[config.mk]
export PLATFORM = sky130hd
export DESIGN_NAME = mmio_uart_responder
export DESIGN_NICKNAME = d
export VERILOG_FILES = /design/src/rtl/mmio_uart_responder.sv
export SDC_FILE = /design/constraint.sdc
export NUM_CORES = 1
export LEC_CHECK = 0
export ABC_AREA = 0
export ABC_CLOCK_PERIOD_IN_PS = 8400
export CORE_AREA = 2 2 163 149
export DETAILED_ROUTE_END_ITERATION = 12
export DIE_AREA = 0 0 165 151
export PLACE_DENSITY = 0.49
export REMOVE_ABC_BUFFERS = 1
export SYNTH_ARGS = -nofsm -noshare
export SYNTH_HDL_FRONTEND = slang
export SYNTH_SLANG_ARGS = --single-unit
export TNS_END_PERCENT = 50
[constraint.sdc]
create_clock -name clk -period 8.4 [get_ports clk]
set_input_delay 1.68 -clock clk [delete_from_list [all_inputs] [get_ports clk]]
set_output_delay 1.68 -clock clk [all_outputs]
set_load 0.02 [all_outputs]
[src/rtl/mmio_uart_responder.sv]
// mmio_uart_responder: memory-mapped 8N1 UART transmitter sharing CPU data port B with the BRAM.
// Define MMIO_UART_IRQ_EN to add the IRQEN register and the registered TX-empty interrupt.
module mmio_uart_responder #(
    parameter logic [31:0] BASE_ADDR    = 32'h0000_4000,
    parameter int          FIFO_DEPTH   = 8,
    parameter int          CLKS_PER_BIT = 868
) (
    input  logic        clk,
    input  logic        rst,
    input  logic [3:0]  web,
    input  logic [31:0] addrb,
    input  logic [31:0] dib,
    output logic [31:0] dob,
    output logic        sel_q,
    output logic        uart_tx,
    output logic        irq
);
    localparam int AW = $clog2(FIFO_DEPTH);
    localparam int CW = AW + 1;
    typedef enum logic [1:0] {IDLE, START, DATA, STOP} state_t;
    state_t        state_q, state_d;
    logic [7:0]    mem_q [FIFO_DEPTH];
    logic [7:0]    mem_d [FIFO_DEPTH];
    logic [AW-1:0] wptr_q, wptr_d, rptr_q, rptr_d;
    logic [CW-1:0] count_q, count_d;
    logic          ovf_q, ovf_d, sel_d;
    logic [15:0]   baud_q, baud_d, div_q, div_d, bcnt_q, bcnt_d;
    logic [2:0]    bidx_q, bidx_d;
    logic [7:0]    sh_q, sh_d;
    logic [31:0]   dob_q, dob_d, rdata;
    logic [1:0]    off;
    logic          hit, wr, full, empty, push_req, push, pop, last, irqen;
    logic          unused;
    assign hit      = addrb[31:4] == BASE_ADDR[31:4];
    assign off      = addrb[3:2];
    assign wr       = hit && |web;
    assign full     = count_q == CW'(FIFO_DEPTH);
    assign empty    = count_q == '0;
    assign push_req = wr && off == 2'd0 && web[0];
    // Fullness is judged before this cycle's pop, so a push into a full FIFO is dropped even if a pop frees a slot.
    assign push     = push_req && !full;
    assign pop      = state_q == IDLE && !empty;
    assign last     = bcnt_q == div_q - 16'd1;
    assign uart_tx  = (state_q == START) ? 1'b0 : (state_q == DATA) ? sh_q[0] : 1'b1;
    assign dob      = dob_q;
    assign unused   = ^{addrb[1:0], dib[31:16]};
`ifdef MMIO_UART_IRQ_EN
    logic irqen_q, irqen_d, irq_q, irq_d;
    assign irqen = irqen_q;
    assign irq   = irq_q;
    always_comb begin
        irqen_d = (wr && off == 2'd3 && web[0]) ? dib[0] : irqen_q;
        irq_d   = irqen_q && empty && state_q == IDLE;
    end
    always_ff @(posedge clk) begin
        if (rst) begin
            irqen_q <= 1'b0;
            irq_q   <= 1'b0;
        end else begin
            irqen_q <= irqen_d;
            irq_q   <= irq_d;
        end
    end
`else
    assign irqen = 1'b0;
    assign irq   = 1'b0;
`endif
    always_comb begin
        rdata = '0;
        case (off)
            2'd0: rdata = '0;
            2'd1: begin
                rdata[0]       = full;
                rdata[1]       = empty;
                rdata[2]       = state_q != IDLE;
                rdata[3]       = ovf_q;
                rdata[8 +: CW] = count_q;
            end
            2'd2: rdata[15:0] = baud_q;
            default: rdata[0] = irqen;
        endcase
        dob_d = hit ? rdata : '0;
        sel_d = hit;
    end
    always_comb begin
        mem_d  = mem_q;
        wptr_d = wptr_q;
        rptr_d = rptr_q;
        ovf_d  = ovf_q;
        baud_d = baud_q;
        if (push) begin
            mem_d[wptr_q] = dib[7:0];
            wptr_d        = wptr_q + 1'b1;
        end
        if (pop) rptr_d = rptr_q + 1'b1;
        count_d = count_q + CW'(push) - CW'(pop);
        if (push_req && full) ovf_d = 1'b1;
        if (wr && off == 2'd1 && web[0] && dib[3]) ovf_d = 1'b0;
        if (wr && off == 2'd2 && web[0]) baud_d[7:0] = dib[7:0];
        if (wr && off == 2'd2 && web[1]) baud_d[15:8] = dib[15:8];
    end
    always_comb begin
        state_d = state_q;
        sh_d    = sh_q;
        bidx_d  = bidx_q;
        div_d   = div_q;
        bcnt_d  = (state_q == IDLE || last) ? 16'd0 : bcnt_q + 16'd1;
        case (state_q)
            IDLE: if (!empty) begin
                state_d = START;
                sh_d    = mem_q[rptr_q];
                // Divisor is frozen per frame so BAUDDIV writes only affect the next frame.
                div_d   = (baud_q == 16'd0) ? 16'd1 : baud_q;
            end
            START: if (last) begin
                state_d = DATA;
                bidx_d  = 3'd0;
            end
            DATA: if (last) begin
                sh_d    = sh_q >> 1;
                bidx_d  = bidx_q + 3'd1;
                state_d = (bidx_q == 3'd7) ? STOP : DATA;
            end
            default: if (last) state_d = IDLE;
        endcase
    end
    always_ff @(posedge clk) mem_q <= mem_d;
    always_ff @(posedge clk) begin
        if (rst) begin
            state_q <= IDLE;
            wptr_q  <= '0;
            rptr_q  <= '0;
            count_q <= '0;
            ovf_q   <= 1'b0;
            baud_q  <= 16'(CLKS_PER_BIT);
            div_q   <= 16'd1;
            bcnt_q  <= 16'd0;
            bidx_q  <= 3'd0;
            sh_q    <= 8'd0;
            dob_q   <= '0;
            sel_q   <= 1'b0;
        end else begin
            state_q <= state_d;
            wptr_q  <= wptr_d;
            rptr_q  <= rptr_d;
            count_q <= count_d;
            ovf_q   <= ovf_d;
            baud_q  <= baud_d;
            div_q   <= div_d;
            bcnt_q  <= bcnt_d;
            bidx_q  <= bidx_d;
            sh_q    <= sh_d;
            dob_q   <= dob_d;
            sel_q   <= sel_d;
        end
    end
endmodule

==> results of run 1 <==
kinds of logic after synthesis:
family | Yosys count
AOI/OAI and AO/OA | 77
xor gates and xnor gates | 42
adders and majority gates | 20
buffers and inverters | 67
DFF | 153
muxes | 40
other | 1
and+or+nand+nor | 213
area by class of cell:
cell class | count | share of cell area (%)
Sequential cell | 153 | 44.5
Multi-Input combinational cell | 409 | 34.8
Timing Repair Buffer | 72 | 8.44
Clock buffer | 22 | 5.45
Tap cell | 302 | 4.54
Clock inverter | 10 | 1.44
Inverter | 19 | 0.856
registers in the layout, indices dropped and copies added, names as in the netlist:
| name | count |
|---|---|
| mem_q | 64 |
| baud_q | 16 |
| bcnt_q | 16 |
| div_q | 16 |
| dob | 16 |
| sh_q | 8 |
| count_q | 4 |
| bidx_q | 3 |
| rptr_q | 3 |
| wptr_q | 3 |
| state_q | 2 |
| ovf_q | 1 |
| sel_q | 1 |
final timing paths:
kind | startpoint | end | cells past startpoint
hold / removal | baud_q[13]$_SDFFE_PP0P_ | div_q[13]$_SDFFE_PP0P_ | 2
hold reg to reg | baud_q[13]$_SDFFE_PP0P_ | div_q[13]$_SDFFE_PP0P_ | 2
setup / recovery | addrb[21] | count_q[2]$_SDFF_PP0_ | 13
setup reg to reg | div_q[0]$_SDFFE_PP1P_ | sh_q[6]$_SDFFE_PP0P_ | 7
stage by stage:
stage | std cells | total power, mW | utilization (%) | instance area, sq um | hold WS (ps)
CTS | 987 | 2.24 | 36.0 | 8330 | 493
finish | 987 | 2.22 | 36.0 | 8330 | 492
detailed placement | 955 | 1.49 | 33.5 | 7750 | 487
global placement | 955 | 1.47 | 33.5 | 7750 | 460
floorplan | 581 | 1.32 | - | 6670 | 442
global route | 987 | 2.34 | 36.0 | 8330 | 517
routing by layer:
| metal | wire (um) | share of wire (%) | track usage (%) | up-vias |
|---|---|---|---|---|
| met2 | 7190 | 46 | 21.0 | 125 |
| li1 | - | - | - | 2289 |
| met5 | 0 | 0 | 0 | - |
| met3 | 691 | 4.5 | 2.88 | 14 |
| met1 | 7470 | 48 | 17.6 | 2249 |
| met4 | 174 | 1.1 | 5.09 | 0 |
cells in the mapped netlist (7+ instances only):
cell,count
a21oi_1,28
a22oi_1,7
and3_1,16
buf_4,17
clkbuf_1,20
dfxtp_1,89
edfxtp_1,64
ha_1,19
inv_1,19
mux2i_1,22
mux4_2,16
nand2_1,51
nand2b_1,8
nand3_1,13
nor2_1,66
nor2b_1,8
nor3_1,10
nor4_1,14
xnor2_1,22
xor2_1,20
worst register-to-register path: stages, from the launching register on:
cell	delay, ps
dfxtp_1	360
or4_1	730
or3_1	440
a211oi_1	270
a211oi_1	90
o2111ai_1	920
a21oi_2	280
mux2_2	330
power by group:
group          internal (mW)  leakage (nW)  switching (mW)  total [mW]
combinational          0.255          1.28           0.328       0.583
sequential             0.823          1.30          0.0640       0.887
clock                  0.448         0.277           0.302       0.749
==> flow_summary.yaml, run 1 <==
sta:
  post-route-min-period_ps: 4430
  skew_ps: 11.2
  finalSetupTns_ps: 0
  relSlewSlack_pct: 25.1
  maxSlewViolCount: 0
  hold_viol: 0
  setup_viol: 0
  rsz0062_at_grt: "false"
  fmax_mhz: 226
  setup_ws_ps: 3970
  fin_crit_sh_pct: 52.7
  worst-slew-pin-transition_ps: 1120
run_status:
  status: "completed"
synthesis:
  synth-edff-count: 64
  ys_warn_count: 0
  async_flop_share_pct: 0
  synth_top_family_by_area: "simple AND/OR/NAND/NOR gates"
  yosysTopAreaCell: "edfxtp_1"
  synth_cell_type_count: 59
  synthMuxAreaShare_pct: 8.79
  synthTopCellsByArea: "edfxtp_1, dfxtp_1, mux4_2"
  syn_avg_cell_area_sq_um: 11.2
  syn_inst: 613
  yosys.area.top_type_share_pct: 28.0
  synth_compound_area_share_pct: 7.90
  yosys_most_used_dff: "dfxtp_1"
  yosys.area_share.xor_xnor_pct: 5.36
  synthAdderAreaFrac_pct: 3.76
  synth_area_sq_um: 6860
  synthSimpleGateAreaFrac_pct: 15.4
  yosysSeqAreaShare_pct: 54.0
  ys_seq_elements: 153
global_route:
  grt.overflow.total: 0
  grt_pass1_wl_um: 24900
  grt_pass1_vias: 4616
  grt.total_usage_pct: 13.2
  grt_start_max_net_pins: 63
  antenna_found_initial: 0
floorplan:
  die_area_sq_um: 24900
  row_count: 53
  start_util_pct: 29.6
  die_h_um: 151
  core_sq_um: 23100
  ioPinCount: 105
  die_w_um: 165
clock_network:
  cts_resized: 0
  cts_tree: "built"
  cts_hold_buf: 0
  insertion_delay_ps: 420
  cts_inserted_buffers: 17
  cts-root-buf: "clkbuf_16"
  cts_setup_buffers: 0
  cts_sinks: 153
  cts_buffer_depth: 2
  cts.clk_slew.worst_paths_ps: 60
  h-tree-depth: 4
power:
  p_per_area_nw_per_um2: 266
  p_leak_nw: 2.86
  irDropWorstVdd_uv: 151
setup_path:
  critPathKind: "in2reg"
  cpLargestDelayFamily: "simple AND/OR/NAND/NOR gates"
  cp-start-kind: "primary input"
  required_ps: 8680
  worst_ep_arrival_time_ps: 4710
  reg2reg_slack_ps: 4870
  cp_slowest_cell: "nor3_1"
  crit_path_end_kind: "flop"
  crit_fanout: 6
  cpPeakStageDelay_ps: 470
  cp.buffers_inverters: 4
  path_common_cell: "inv_1"
  path_cells: "clkdlybuf4s50_1 > nor4_1 > nand4_1 > nor3_1 > and3_1 > inv_1 > ha_1 > inv_1 > ha_1 > inv_1 > fa_1 > xor2_1 > nor2_1"
final_layout:
  layout.cells.most_common: "dfxtp_1"
  fill_cells: 2262
  nets: 762
  area_growth_syn_to_layout_pct: 21.4
  diodes: 0
  final_cell_mix: "dfxtp_1, nor2_1, clkdlybuf4s50_1"
  drive_gt1_share_pct: 9.05
  seq_area_sq_um: 3700
  multi_input_area_sq_um: 2900
placed_design:
  dp_hpwl_um: 10800
  place_ws_ps: 3480
  gp_congestion: 0.774
  io_buffers: 67
route:
  first_iter_violations: 329
  vias: 4677
  wl_per_cell_um: 15.7
  via_per_inst: 4.74
  wl_um: 15500
  drc: 0
  drt-pass1-iter-count: 4
  drt.antenna.violating_nets: 0
job:
  drv_cap: 0
hold_path:
  hold_path.class: "reg2reg"
Power figures use the tool's default switching activity.
==> run 2: changes to the inputs <==
ABC_CLOCK_PERIOD_IN_PS = 3600   (was 8400)
PLACE_DENSITY = 0.51   (was 0.49)
clock period = 3.6 ns   (was 8.4 ns; I/O delays follow)
==> flow_summary.yaml, run 2 (synthesis results as in run 1) <==
run_status:
  status: "completed"
sta:
  maxSlewViolCount: 0
  hold_ws_ps: 479
  worst-slew-pin-transition_ps: 866
  fmax_mhz: 312
  rsz0062_at_grt: "false"
  hold_viol: 0
  relSlewSlack_pct: 42.2
  finalSetupTns_ps: 0
  skew_ps: 6.52
  setup_viol: 0
  post-route-min-period_ps: 3200
  fin_crit_sh_pct: 88.9
power:
  p_leak_nw: 2.92
  irDropWorstVdd_uv: 348
  p_per_area_nw_per_um2: 628
setup_path:
  worst_ep_arrival_time_ps: 3510
  required_ps: 3910
  r2r-end: "sh_q[2]$_SDFFE_PP0P_"
  reg2reg_slack_ps: 400
  crit_fanout: 6
  ff2ff_path_depth: 9
  cp-endpoint: "sh_q[2]$_SDFFE_PP0P_"
  cp-start-kind: "flop"
  startpoint: "div_q[0]$_SDFFE_PP1P_"
  crit-reg2reg-launch: "div_q[0]$_SDFFE_PP1P_"
  crit_path_end_kind: "flop"
  critPathKind: "reg2reg"
clock_network:
  cts_sinks: 153
  cts_setup_buffers: 0
  cts_resized: 0
  cts_inserted_buffers: 17
  cts-root-buf: "clkbuf_16"
  h-tree-depth: 4
  cts.clk_slew.worst_paths_ps: 60
  cts_hold_buf: 0
  insertion_delay_ps: 430
  cts_buffer_depth: 2
  cts_tree: "built"
global_route:
  grt_start_max_net_pins: 25
  grt.total_usage_pct: 13.6
  grt_pass1_vias: 4746
  antenna_found_initial: 0
  grt_pass1_wl_um: 25800
  grt.overflow.total: 0
placed_design:
  gp_congestion: 0.812
  io_buffers: 67
  dp_hpwl_um: 11200
floorplan:
  core_sq_um: 23100
  die_h_um: 151
  die_area_sq_um: 24900
  ioPinCount: 105
  row_count: 53
  die_w_um: 165
  start_util_pct: 29.6
route:
  first_iter_violations: 296
  wl_um: 15800
  wl_per_cell_um: 15.8
  via_per_inst: 4.74
  drc: 0
  drt-pass1-iter-count: 5
  vias: 4737
  drt.antenna.violating_nets: 0
final_layout:
  area_growth_syn_to_layout_pct: 23.1
  diodes: 0
  drive_gt1_share_pct: 10.7
  final_cell_mix: "dfxtp_1, nor2_1, clkdlybuf4s50_1"
  top_register: "mem_q"
  largest_reg_flops: 64
  nets: 775
  layout.cells.most_common: "dfxtp_1"
job:
  drv_cap: 0
hold_path:
  holdCritStartpoint: "sh_q[7]$_SDFFE_PP0P_"
  hold_path.class: "reg2reg"
## run 2: cell types whose count changed in the layout (fill, tap and decap cells not counted), sizes merged
cell      change
buf          +13
bufinv        +1
clkbuf        -4
clkinv        -1
clkinvlp      +2
inv           +2
## run 2: where the power goes
| part | switching, mW | total (mW) | internal, mW | leakage [nW] |
|---|---|---|---|---|
| sequential | 0.168 | 2.09 | 1.92 | 1.30 |
| clock | 0.722 | 1.81 | 1.09 | 0.281 |
| combinational | 0.778 | 1.40 | 0.624 | 1.35 |
## run 2: worst min-delay path by stage
stage,endpoint,slack [ps],cells after the start
after floorplan,div_q[5]$_SDFFE_PP0P_,440,2
after global placement,sh_q[7]$_SDFFE_PP0P_,460,2
after detailed placement,sh_q[7]$_SDFFE_PP0P_,470,2
after CTS,sh_q[7]$_SDFFE_PP0P_,480,2
after global routing,div_q[15]$_SDFFE_PP0P_,530,2
final,sh_q[7]$_SDFFE_PP0P_,480,2
## run 2: layer usage
layer | vias up | GRT usage (%) | share of wire [%]
li1 | 2318 | - | -
met1 | 2283 | 17.6 | 47
met2 | 117 | 22.3 | 47
met3 | 19 | 2.90 | 3.8
met4 | 0 | 5.78 | 2.0
met5 | - | 0 | 0
## run 2: worst max-delay path, stage by stage (launching register included)
cell	delay, ps
dfxtp_1	360
inv_1	80
ha_1	270
nor3b_1	560
and3_1	260
o2111ai_1	150
nor4_1	280
o2111ai_1	320
or3_1	550
o221a_1	260
## run 2: layout make-up
class	count	area (sq um)
fillers	2238	14700
repair buffers	85	801
multi-input cells	409	2890
flip-flops and latches	153	3700
inverters	19	71.3
well taps	302	378
clock inverters	14	168
clock buffers	18	429
## run 2: metrics by stage
stage	instances	setup WS [ps]	util [%]	power [mW]	cell area, sq um
2_1_floorplan	581	584	-	3.07	6670
3_3_place_gp	968	130	33.9	3.46	7850
3_5_place_dp	968	78.0	33.9	3.52	7850
4_1_cts	1000	391	36.5	5.37	8440
5_1_grt	1000	97.7	36.5	5.60	8440
6_report	1000	399	36.5	5.30	8440
==> patch 1, RTL diff (config.mk and constraints of run 2) <==
The parameter `FIFO_DEPTH` goes from 8 to 16.
--- a/src/rtl/mmio_uart_responder.sv
+++ b/src/rtl/mmio_uart_responder.sv
@@ -2,7 +2,7 @@
 // Define MMIO_UART_IRQ_EN to add the IRQEN register and the registered TX-empty interrupt.
 module mmio_uart_responder #(
     parameter logic [31:0] BASE_ADDR    = 32'h0000_4000,
-    parameter int          FIFO_DEPTH   = 8,
+    parameter int          FIFO_DEPTH   = 16,
     parameter int          CLKS_PER_BIT = 868
 ) (
     input  logic        clk,
Behaviour: no difference found for any inputs over 4 cycles, from zero or initial values and one cycle with rst high; that may be too few to reach the edited logic, so the function may still have changed.
==> patch 1 against run 2 <==
- via count is 31% higher
- final area up 36%
- total power rose by 41%
- sequential power up 43%
- sequential share of layout area is 5.6 points higher
- setup slack worse by 0.13 ns
- combinational power is 36% higher
- worst hold slack worse by 0.0077 ns
- routed wire length is 40% higher
- area after synthesis increased by 39%
- count of clock-buffer cells in the layout up 15
- sequential cell count up 67
- critical endpoint is now sh_q[6]$_SDFFE_PP0P_
- largest power group unchanged
==> patch 1: results (changes against run 2) <==
metric	value	unit	change
number of global-route vias before repair	6094		was 4,746
per-instance average area after synthesis	12.64	sq um	was 11.19 sq um
Largest Register	mem_q		unchanged
critical path's slowest cell	or4b_4		was nor3b_1
number of unique standard cell types used by synthesis	64		was 59
slack of the worst reg-to-reg path	0.27	ns	was 0.40 ns
status	finished clean		unchanged
Final GP Congestion	0.8198		was 0.8124
port bufs	67		unchanged
biggest area contributors in the synthesized netlist	edfxtp_1 (40%), dfxtp_1 (19%), mux4_2 (7.8%)		was edfxtp_1 (28%), dfxtp_1 (26%), mux4_2 (5.3%)
start point of the worst min-delay path	sh_q[5]$_SDFFE_PP0P_		was sh_q[7]$_SDFFE_PP0P_
total placed instance area	10630	sq um	was 7845 sq um
yosys synthesis warning count	0		unchanged
asr flop ratio synth	0	%	unchanged
maximum number of pins on one net before global-route repair	30		was 25
maximum clock skew at final layout	0.008183	ns	was 0.006519 ns
min-delay worst type	flop to flop		unchanged
worst min-delay path endpoint	sh_q[5]$_SDFFE_PP0P_		was sh_q[7]$_SDFFE_PP0P_
fillcell total	1986		was 2,238
overall routing resource usage	17.88	%	was 13.64%
HPWL after detailed placement	15690	um	was 11,230 um
initial detailed-routing violation count	385		was 296
CP endpoint kind	flop		unchanged
Max FO, Critical Path	10		was 6
maximum buffer depth of the clock tree	3		was 2
biggest cell delay along the critical path	0.52	ns	was 0.56 ns
first-pass iteration count of the detailed router	5		unchanged
number of buffers added by the clock tree synthesis step	25		was 17
main flop type after synthesis	edfxtp_1		was dfxtp_1
proportion of synthesized chip area in sequential cells	59.58	%	was 54.00%
number of flops mapped to enable cells by yosys	128		was 64
type of element launching the critical path	flop		unchanged
worst-skew pair later-pin latency	0.52	ns	was 0.43 ns
post-layout net count	938		was 775
number of antenna diodes	0		unchanged
Top delay family on crit path	compound AO/OA/AOI/OAI gates		was simple AND/OR/NAND/NOR gates
worst hold path stage count	2		unchanged
worst r2r dst	sh_q[6]$_SDFFE_PP0P_		was sh_q[2]$_SDFFE_PP0P_
Max VDD drop	0.3528	mV	was 0.3480 mV
fraction of final layout cells sized beyond drive strength 1	14.12	%	was 10.74%
number of placed instances with taps included	1120		was 968
total leakage power	0.004014	uW	was 0.002924 uW
drt via density	5.317		was 4.737
GR Layer Usage met2	27.46	%	was 22.25%
met1 routing resource usage after global routing	27.13	%	was 17.56%
clock period minus worst slack	3.330	ns	was 3.201 ns
first-pass GRT wire length	34110	um	was 25,830 um
critical register-to-register path startpoint	div_q[1]$_SDFFE_PP0P_		was div_q[0]$_SDFFE_PP1P_
most used standard cells in the synthesized netlist	edfxtp_1 (128), dfxtp_1 (92), nor2_1 (72)		was dfxtp_1 (89), nor2_1 (66), edfxtp_1 (64)
routed vias	6200		was 4,737
total routed wirelength	22090	um	was 15,780 um
data arrival time at the worst-slack endpoint	3.76	ns	was 3.51 ns
number of antenna violations at the first check in global routing	0		unchanged
H-tree depth reported by CTS	1		was 4
Worst Tran Pin Value	0.8855	ns	was 0.8656 ns
max FFs per register	128		was 64
DP Worst Slack	-0.1515	ns	was 0.07802 ns
GR Util met3	2.574	%	was 2.903%
[patch 1: cell count changes in the layout (fill, tap and decap cells not counted), moves of 10 or more]
cell             run 2  this run
a22oi_1              7        24
buf_4               18        34
edfxtp_1            64       128
mux2i_1             22        12
mux4_2              16        33
[patch 1: logic make-up (layout without fill, tap and decap cells)]
kind of cell | after synthesis | in the layout | share of synthesized area [%]
and+or+nand+nor | 241 | 241 | 12.82
buffers and inverters | 83 | 176 | 4.091
adders and majority gates | 23 | 23 | 3.094
DFF | 220 | 220 | 59.58
other | 1 | 17 | 0.03930
AOI/OAI and AO/OA | 103 | 103 | 7.723
muxes | 46 | 46 | 9.165
xor gates and xnor gates | 38 | 38 | 3.488
[patch 1: routing by layer]
metal | up-vias | part of all wire [%]
met5 | - | 0
met2 | 124 | 46
met3 | 27 | 3.9
li1 | 2955 | -
met1 | 3094 | 49
met4 | 0 | 1.4
[patch 1: metrics by stage]
stage / TNS [ns] / util [%] / hold WS, ns
floorplan: 0 / - / 0.4372
global placement: -0.1471 / 45.92 / 0.4582
detailed placement: -0.1646 / 45.92 / 0.4647
CTS: 0 / 49.65 / 0.4738
global route: 0 / 49.71 / 0.5019
finish: 0 / 49.71 / 0.4709
[patch 1: final cells by class]
type	count	area, sq um	area share (%)
Multi-Input combinational cell	468	3546	30.82
Inverter	29	108.9	0.9463
Sequential cell	220	5687	49.43
Tap cell	302	377.9	3.285
Clock inverter	13	155.1	1.349
Timing Repair Buffer	101	920.9	8.005
Clock buffer	33	708.2	6.156
[patch 1: power by group]
group,switching [uW],internal (uW),total (uW)
combinational,1010,890,1900
sequential,207,2780,2990
clock,999,1610,2600
[patch 1: what timing repair did]
action                                  in CTS  in global routing
endpoints found under the setup margin       0                  4
hold buffers                                 0                  0
gates resized for setup                      0                  2
buffers inserted                             0                  0
==> patch 2, RTL diff (config.mk and constraints of run 2) <==
Made on the original files. Put one more register stage on the output `dob`, with the module's reset. The value now appears one clock later. The other outputs are not delayed to match.
--- a/src/rtl/mmio_uart_responder.sv
+++ b/src/rtl/mmio_uart_responder.sv
@@ -42,7 +42,13 @@
     assign pop      = state_q == IDLE && !empty;
     assign last     = bcnt_q == div_q - 16'd1;
     assign uart_tx  = (state_q == START) ? 1'b0 : (state_q == DATA) ? sh_q[0] : 1'b1;
-    assign dob      = dob_q;
+    always_ff @(posedge clk) begin
+        if (rst) begin
+            dob <= '0;
+        end else begin
+            dob <= dob_q;
+        end
+    end
     assign unused   = ^{addrb[1:0], dib[31:16]};
 `ifdef MMIO_UART_IRQ_EN
     logic irqen_q, irqen_d, irq_q, irq_d;
Behaviour: not the same (a bounded check fails within 4 cycles, from zero or initial values and one cycle with rst high).
==> patch 2 against run 2 <==
- count of clock-buffer cells in the layout up 1
- clock skew is 0.0031 ns higher
- highest routed layer unchanged
- routed wire length is 4.2% higher
- sequential share of layout area up 1.2 points
- area after synthesis up 7.8%
- setup slack gained 0.045 ns
- sequential cell count is 16 higher
- final area rose by 5.8%
- critical path type unchanged
- non-clock buffer count shrank 1
- total power increased by 5.7%
- cell count rose by 5.1%
- core utilization rose by 2.1 points
- sequential power rose by 9%
==> patch 2: results (changes against run 2) <==
metric	value	unit	change
number of flops mapped to enable cells by yosys	64		unchanged
drt via density	4.867		was 4.737
HPWL after detailed placement	11580	um	was 11,230 um
data arrival time at the worst-slack endpoint	3.44	ns	was 3.51 ns
H-tree depth reported by CTS	4		unchanged
worst slew slack as a fraction of its limit	40.52	%	was 42.21%
maximum clock skew at final layout	0.009605	ns	was 0.006519 ns
status	finished clean		unchanged
min-delay worst type	flop to flop		unchanged
DRC violations left	0		unchanged
Max FO, Critical Path	16		was 6
Max VDD drop	0.2859	mV	was 0.3480 mV
total leakage power	0.003150	uW	was 0.002924 uW
asr flop ratio synth	0	%	unchanged
first-pass iteration count of the detailed router	4		was 5
number of antenna violations at the first check in global routing	0		unchanged
Final GP Congestion	0.7645		was 0.8124
max FFs per register	64		unchanged
number of unique standard cell types used by synthesis	67		was 59
buffers inserted during post-CTS setup optimization	0		unchanged
post-layout net count	826		was 775
maximum buffer depth of the clock tree	2		unchanged
Reg clk slew, reported paths	0.07	ns	
CTS root buf	clkbuf_16		unchanged
number of buffers added by the clock tree synthesis step	17		unchanged
first-pass GRT wire length	26520	um	was 25,830 um
number of global-route vias before repair	5007		was 4,746
most used standard cells in the synthesized netlist	dfxtp_1 (105), edfxtp_1 (64), nor2_1 (64)		was dfxtp_1 (89), nor2_1 (66), edfxtp_1 (64)
total routed wirelength	16440	um	was 15,780 um
proportion of synthesized chip area in sequential cells	54.43	%	was 54.00%
post-cts resize count	0		unchanged
initial detailed-routing violation count	342		was 296
yosys synthesis warning count	0		unchanged
Largest Register	mem_q		unchanged
number of antenna diodes	0		unchanged
MaxCap Viol Count	0		unchanged
fraction of final layout cells sized beyond drive strength 1	10.28	%	was 10.74%
biggest area contributors in the synthesized netlist	dfxtp_1 (28%), edfxtp_1 (26%), mux4_2 (4.9%)		was edfxtp_1 (28%), dfxtp_1 (26%), mux4_2 (5.3%)
worst-skew pair later-pin latency	0.43	ns	about the same
biggest cell delay along the critical path	0.70	ns	was 0.56 ns
critical path's slowest cell	or4_1		was nor3b_1
port bufs	67		unchanged
main flop type after synthesis	dfxtp_1		unchanged
maximum number of pins on one net before global-route repair	58		was 25
overall routing resource usage	13.74	%	was 13.64%
==> patch 2: cell type report <==
class,count,area [sq um]
Inverter,20,75.07
Multi-Input combinational cell,444,3090
Tap cell,302,377.9
Fill cell,2221,14210
Clock buffer,19,454.2
Clock inverter,13,120.1
Sequential cell,169,4024
Timing Repair Buffer,84,793.3
==> patch 2: worst paths after layout <==
check | start | to | slack, ns | depth (start not counted)
hold reg to reg | dob_q[12]$_SDFF_PP0_ | dob[12]$_SDFF_PP0_ | 0.44 | 1
setup reg to reg | div_q[1]$_SDFFE_PP0P_ | bcnt_q[4]$_SDFF_PP0_ | 0.44 | 9
hold / removal | dob_q[12]$_SDFF_PP0_ | dob[12]$_SDFF_PP0_ | 0.44 | 1
setup / recovery | div_q[1]$_SDFFE_PP0P_ | bcnt_q[4]$_SDFF_PP0_ | 0.44 | 9
==> patch 2: metal layers <==
layer  vias to the layer above  GRT usage [%]  routed length, um
li1                       2496              -                  -
met1                      2479          18.29               7851
met2                       127          22.17               7792
met3                        13          3.231                627
met4                         0          4.304                168
met5                         -              0                  0
==> patch 2: cell families (layout without fill, tap and decap cells) <==
kind of cell	after synthesis	count (layout)	share of synthesized area, %
XOR/XNOR	37	37	4.383
buffers and inverters	69	136	4.586
flip-flops	169	169	54.43
AO/OA/AOI/OAI	96	96	8.851
AND/OR/NAND/NOR	237	237	16.48
adder cells (fa/ha/maj)	20	20	3.486
multiplexers	37	37	7.734
other	1	17	0.05072
==> patch 2: critical path: cells and delay by family, from the launching register on <==
family	cells	cell delay, ns
adder cells (fa/ha/maj)	1	0.27
flip-flops	1	0.39
AO/OA/AOI/OAI	3	0.52
buffers and inverters	1	0.06
AND/OR/NAND/NOR	4	1.77
==> patch 2: where the power goes <==
part | switching [uW] | internal, uW | total, uW
combinational | 887 | 675 | 1560
sequential | 182 | 2090 | 2270
clock | 819 | 958 | 1780
==> patch 2: metrics by stage <==
step                      hold slack, ns  setup slack [ns]  cells  power, uW  cell area, sq um
after floorplan                   0.4138            0.6387    633       3386              7189
after global placement            0.4246            0.1372   1019       3838              8361
after detailed placement          0.4227           0.05206   1019       3883              8361
after CTS                         0.4404            0.3963   1051       5672              8935
after global routing              0.4602            0.1777   1051       5934              8935
final                             0.4396            0.4445   1051       5610              8935
